[config.mk]
export PLATFORM = sky130hd
export DESIGN_NAME = aes_round_sched
export DESIGN_NICKNAME = d
export VERILOG_FILES = /design/src/rtl/aes_round_sched.sv
export SDC_FILE = /design/constraint.sdc
export NUM_CORES = 1
export LEC_CHECK = 0
export CORE_AREA = 2 2 258 260
export DETAILED_ROUTE_END_ITERATION = 12
export DIE_AREA = 0 0 260 262
export PLACE_DENSITY_LB_ADDON = 0.1
export SYNTH_ARGS = -nofsm -noshare
export SYNTH_HDL_FRONTEND = slang
export SYNTH_SLANG_ARGS = --single-unit
[constraint.sdc]
create_clock -name clk -period 4.4 [get_ports clk]
set_input_delay 1.1 -clock clk [delete_from_list [all_inputs] [get_ports clk]]
set_output_delay 1.1 -clock clk [all_outputs]
set_load 0.02 [all_outputs]
[src/rtl/aes_round_sched.sv]
// Iterative AES round sequencer: initial AddRoundKey on accept, then NR datapath steps.
// Optional completed-block counter (blk_count) when AES_SCHED_PERF_CNT_EN is defined.
module aes_round_sched #(
   parameter int unsigned NR = 10
) (
   input  logic         clk,
   input  logic         rst_n,
   input  logic         flush,
   input  logic         key_ready,
   input  logic         in_valid,
   output logic         in_ready,
   input  logic         in_decrypt,
   input  logic [127:0] in_data,
   output logic         out_valid,
   input  logic         out_ready,
   output logic [127:0] out_data,
   output logic [3:0]   rk_idx,
   input  logic [127:0] rk_key,
   output logic [127:0] dp_state,
   output logic         dp_decrypt,
   output logic         dp_last,
   input  logic [127:0] dp_next
`ifdef AES_SCHED_PERF_CNT_EN
   ,
   output logic [31:0]  blk_count
`endif
);

   localparam logic [3:0] NR_L = 4'(NR);

   typedef enum logic [1:0] {IDLE, ROUND, DONE} st_e;

   st_e          st_q, st_d;
   logic [127:0] state_q, state_d;
   logic [3:0]   rnd_q, rnd_d;
   logic         dec_q, dec_d;
   logic         accept;

   always_ff @(posedge clk or negedge rst_n) begin
      if (!rst_n) begin
         st_q    <= IDLE;
         state_q <= '0;
         rnd_q   <= '0;
         dec_q   <= 1'b0;
      end else begin
         st_q    <= st_d;
         state_q <= state_d;
         rnd_q   <= rnd_d;
         dec_q   <= dec_d;
      end
   end

   always_comb begin
      st_d      = st_q;
      state_d   = state_q;
      rnd_d     = rnd_q;
      dec_d     = dec_q;
      dp_last   = 1'b0;
      out_valid = (st_q == DONE);
      // DONE also accepts when the result leaves in the same cycle: no input bubble
      in_ready  = ((st_q == IDLE) | ((st_q == DONE) & out_ready)) & key_ready & ~flush;
      accept    = in_valid & in_ready;
      rk_idx    = in_decrypt ? NR_L : 4'd0;

      case (st_q)
         IDLE: begin
            if (accept) begin
               state_d = in_data ^ rk_key;
               dec_d   = in_decrypt;
               rnd_d   = 4'd1;
               st_d    = ROUND;
            end
         end
         ROUND: begin
            rk_idx  = dec_q ? (NR_L - rnd_q) : rnd_q;
            dp_last = (rnd_q == NR_L);
            state_d = dp_next;
            if (rnd_q == NR_L) st_d = DONE;
            else               rnd_d = rnd_q + 4'd1;
         end
         DONE: begin
            if (out_ready) begin
               if (accept) begin
                  state_d = in_data ^ rk_key;
                  dec_d   = in_decrypt;
                  rnd_d   = 4'd1;
                  st_d    = ROUND;
               end else begin
                  st_d = IDLE;
               end
            end
         end
         default: st_d = IDLE;
      endcase

      // abort wins over everything; the state register keeps its last value
      if (flush) begin
         st_d    = IDLE;
         rnd_d   = 4'd0;
         state_d = state_q;
         dec_d   = dec_q;
      end
   end

   assign out_data   = state_q;
   assign dp_state   = state_q;
   assign dp_decrypt = dec_q;

`ifdef AES_SCHED_PERF_CNT_EN
   logic [31:0] blk_count_q, blk_count_d;

   assign blk_count_d = (out_valid & out_ready) ? blk_count_q + 32'd1 : blk_count_q;

   always_ff @(posedge clk or negedge rst_n) begin
      if (!rst_n) blk_count_q <= '0;
      else        blk_count_q <= blk_count_d;
   end

   assign blk_count = blk_count_q;
`endif

endmodule

Yosys cells after proc, flatten, opt, wreduce, memory -nomap -nowiden --
Cells that the tools add are included.
Cells by class: $add $sub $neg 2, eq/ne operators 8, mux-type cells 21, bitwise operators 7, reductions and logical operators 8
Operators with widths (count):
- $pmux W128 S3 | 1
- $mux W128 | 2
- $xor A128 B128 Y128 | 1
- $mux W4 | 7
- $pmux W4 S3 | 1
- $reduce_and A3 Y1 | 4
- $ne A3 B3 Y1 const B | 3
- $mux W2 | 4
- $pmux W2 S3 | 1
- $add A4 B1 Y4 const B | 1
- $and A1 B1 Y1 | 4
- $eq A4 B4 Y1 const B | 1
- $mux W1 | 4
- $reduce_bool A4 Y1 | 1
- $sub A4 B4 Y4 const A | 1
- $ne A3 B2 Y1 const B | 1
- $reduce_bool A3 Y1 | 1
- $eq A2 B1 Y1 const B | 1
- $eq A2 B2 Y1 const B | 1
- $logic_not A2 Y1 | 1
- $ne A2 B1 Y1 const B | 1
- $pmux W1 S2 | 1
- $reduce_bool A2 Y1 | 1
- $not A1 Y1 | 1
- $or A1 B1 Y1 | 1
Word-level totals: register bits after elaboration 135, input port bits 391, output and inout bits 264

Depth between registers and ports, before layout --
word-level depth 10, depth in mapped cells 6

Least setup slack after synthesis --
No wires, ideal clock.
path type input-to-output, from input key_ready, to output in_ready, data arrival time 1.568 ns, data required time 3.300 ns, setup slack 1.732 ns, stages 2, path through nor2b_1 -> and3_1
On the way: cells in the longest elaborated chain, start to end 2
RTL lines:
- from (decl) | line 9 | input logic key_ready,
- $and A1 B1 Y1 (2 in a row) | line 61 | in_ready = ((st_q == IDLE) | ((st_q == DONE) & out_ready)) & key_ready & ~flush;
- to (decl) | line 11 | output logic in_ready,
No other way between the ends.

Final worst setup path --
from input flush, to output in_ready
On the way: cells in the longest elaborated chain, start to end 2
RTL lines:
- from (decl) | line 8 | input logic flush,
- $not A1 Y1 (no line)
- $and A1 B1 Y1 | line 61
No other way between the ends.

==> run summary <==
Status = finished, final reports clean
Share of layout cells above drive strength 1 = 22.1%
TritonRoute pass-1 iters = 4
Peak supply drop = 0.219 mV
Pin count of the biggest net entering global routing = 86
Area occupied by multi-input gates = 4620 sq um
CP delay by family, top = buffers and inverters
Fillers = 6881
Cell mode on critical path = clkdlybuf4s50_1
Crit-path slowest cell = clkdlybuf4s50_1
Vias = 7161
Hold Crit Class = reg -> reg
Hold slack = 0.522 ns
Number of max-cap violations = 0
Wire per inst = 18.4 um
Synthesis-to-finish area growth = 77.2%
Power Density = 415 nW/um^2
GPL Wtd Cong = 0.756
Via density per instance = 3.37
Crit path cell chain = clkdlybuf4s50_1 > inv_1 > and3_1 > clkdlybuf4s50_1
Worst Path Arrival = 2.67 ns
Met1 Use GR = 11.6%
Initial antenna violation count = 4
Crit path kind = in -> out
Row count = 94
Clk_lat worst skew = 0.47 ns
Port bufs = 654
Crit start category = input pin
CTS H-tree depth = 4
Setup TNS = 0 ns
Cell area after layout = 16300 sq um
Clock buffer depth = 2
Busiest grt layer = met2
Setup ws final = 0.629 ns
Worst slew pin tran = 0.772 ns
HPWL Detailed = 31500 um
Tcrit/Tclk final = 85.7%
Met2 Track Usage GR = 20.9%
Mapped Nets = 1121
Proportion of synthesized chip area in sequential cells = 36.6%
RSZ-0062 raised after global routing = no
Vias in the first global route = 7486
Avg Inst Size Synth = 12.7 sq um
# IOs = 655
Post-layout util = 25.0%
CP max stage delay = 0.60 ns
Detail Route Antenna Nets = 0
Fin cells = 2126
Synth unique cells = 36
P_leak = 6.56 nW
Post-Syn Instances = 728
Fin crit period = 3.77 ns
Slew Limit Fails = 0
Setup-failing EPs final = 0
Clock transition at path regs = 0.06 ns
Crit-path max FO = 6
CTS tree = yes
Fin. Hold Viols = 0
Die X = 260 um
Global-route wire length before repair = 52900 um
Placed instance area = 15700 sq um
FMAX = 265 MHz
Post-CTS Setup Inserts = 0
Clk_skew = 0.00583 ns
Hold buffer count at cts = 0
Slew HR = 48.5%
Total chip power = 6.77 mW
Die Ht = 262 um
Post-Route WL = 39200 um
Met3 usage = 3.68%
Total Nets Final = 1641
Syn Std Cell Area = 9220 sq um
Post-CTS Resized = 0
#FFs+latches synth = 135
Placed Cells = 2093
Core footprint = 65300 sq um
Num CTS Buffers = 17
Initial DRC Count = 128
Initial core utilization = 14.1%
Worst path bufs/invs = 3
Die area = 68100 sq um
Register Area = 3380 sq um
Critical path capture point type = output port
CTS sink count = 135
Yosys warns = 0
Dpl ws = 0.634 ns
Grt ovf = 0
CTS Root Cell = clkbuf_16
Gr usage total = 11.1%
Worst EP required = 3.30 ns
Drt drc = 0
==> where the power goes <==
group          switching (mW)  internal [mW]
Combinational            1.43           1.85
Sequential              0.360           1.57
Clock                   0.650          0.903
==> final cells by class <==
| cell class | count | share of cell area [%] |
|---|---|---|
| clock inverter | 12 | 0.934 |
| multi-input combinational | 431 | 28.3 |
| timing repair buffer | 659 | 40.6 |
| clock buffer | 20 | 2.73 |
| inverter | 4 | 0.0919 |
| sequential | 135 | 20.7 |
| tap | 864 | 6.62 |
| antenna | 1 | 0.0153 |
==> flip-flops by register name (all words and copies together) (netlist names) <==
signal	cells
rnd_q	4
st_q	2
dp_state	128
dp_decrypt	1
==> metal layers <==
| metal | share of wire, % | routed length (um) |
|---|---|---|
| met1 | 36 | 14300 |
| met2 | 56 | 21800 |
| met3 | 6.8 | 2660 |
| met4 | 1.1 | 422 |
| met5 | 0.084 | 33 |
==> final timing paths <==
check	endpoint	slack, ns	cells past startpoint	from
setup / recovery	in_ready	0.63	4	flush
hold / removal	dp_state[6]	0.52	1	dp_state[6]
setup reg to reg	dp_state[5]	1.47	5	st_q[1]
hold reg to reg	dp_state[6]	0.52	1	dp_state[6]
max in group asynchronous	dp_state[25]	2.88	2	rst_n
min in group asynchronous	dp_state[89]	0.62	1	rst_n
==> Yosys cell counts, drive strengths merged <==
cell type,number,area share (%)
mux2,257,35
buf,157,13
dfrtp,135,37
xor2,128,12
nor2,6,0.24
nor2b,5,0.34
inv,4,0.16
nand2b,4,0.27
and3,3,0.20
nand2,3,0.12
a21oi,2,0.11
ha,2,0.27
nand3,2,0.11
nand4,2,0.14
o21ai,2,0.11
a211oi,1,0.14
a221oi,1,0.095
a31oi,1,0.068
a32o,1,0.11
a41o,1,0.11
and2,1,0.068
and3b,1,0.095
clkbuf,1,0.041
mux2i,1,0.11
nand3b,1,0.081
nor4,1,0.068
o21a,1,0.081
o31ai,1,0.081
o32ai,1,0.095
or3,1,0.068
xnor2,1,0.095
==> worst reg2reg max path, cell delays in order, from the launching register on <==
cell	delay, ns
dfrtp_1	0.48
nand2b_4	0.23
buf_12	0.48
buf_4	0.88
mux2_2	0.45
mux2_1	0.29
==> layout by cell type (no fill, tap or decap), types with 2 or more instances in the layout <==
master	synthesis	final
a21oi_1	2	2
and3_1	3	3
buf_12	0	4
bufinv_16	0	3
clkbuf_1	1	2
clkbuf_16	0	17
clkdlybuf4s50_1	0	653
clkinv_2	0	3
clkinv_4	0	2
clkinvlp_4	0	4
dfrtp_1	135	135
ha_1	2	2
inv_1	4	4
mux2_1	16	16
mux2_2	163	163
mux2_4	78	78
nand2_1	3	3
nand2b_1	4	3
nand3_1	2	2
nand4_1	2	2
nor2_1	6	6
nor2b_1	5	5
o21ai_0	2	2
xor2_1	128	128
==> cells by family after synthesis <==
logic type      count (synthesis)  synth area share [%]
mux                           258                  34.7
simple gates                   30                  1.80
xor+xnor                      129                  12.3
flops                         135                  36.6
fa+ha+maj                       2                 0.271
compound gates                 12                 0.991
buf+inv                       162                  13.4
No activity file was read; power rests on OpenSTA's default activity.
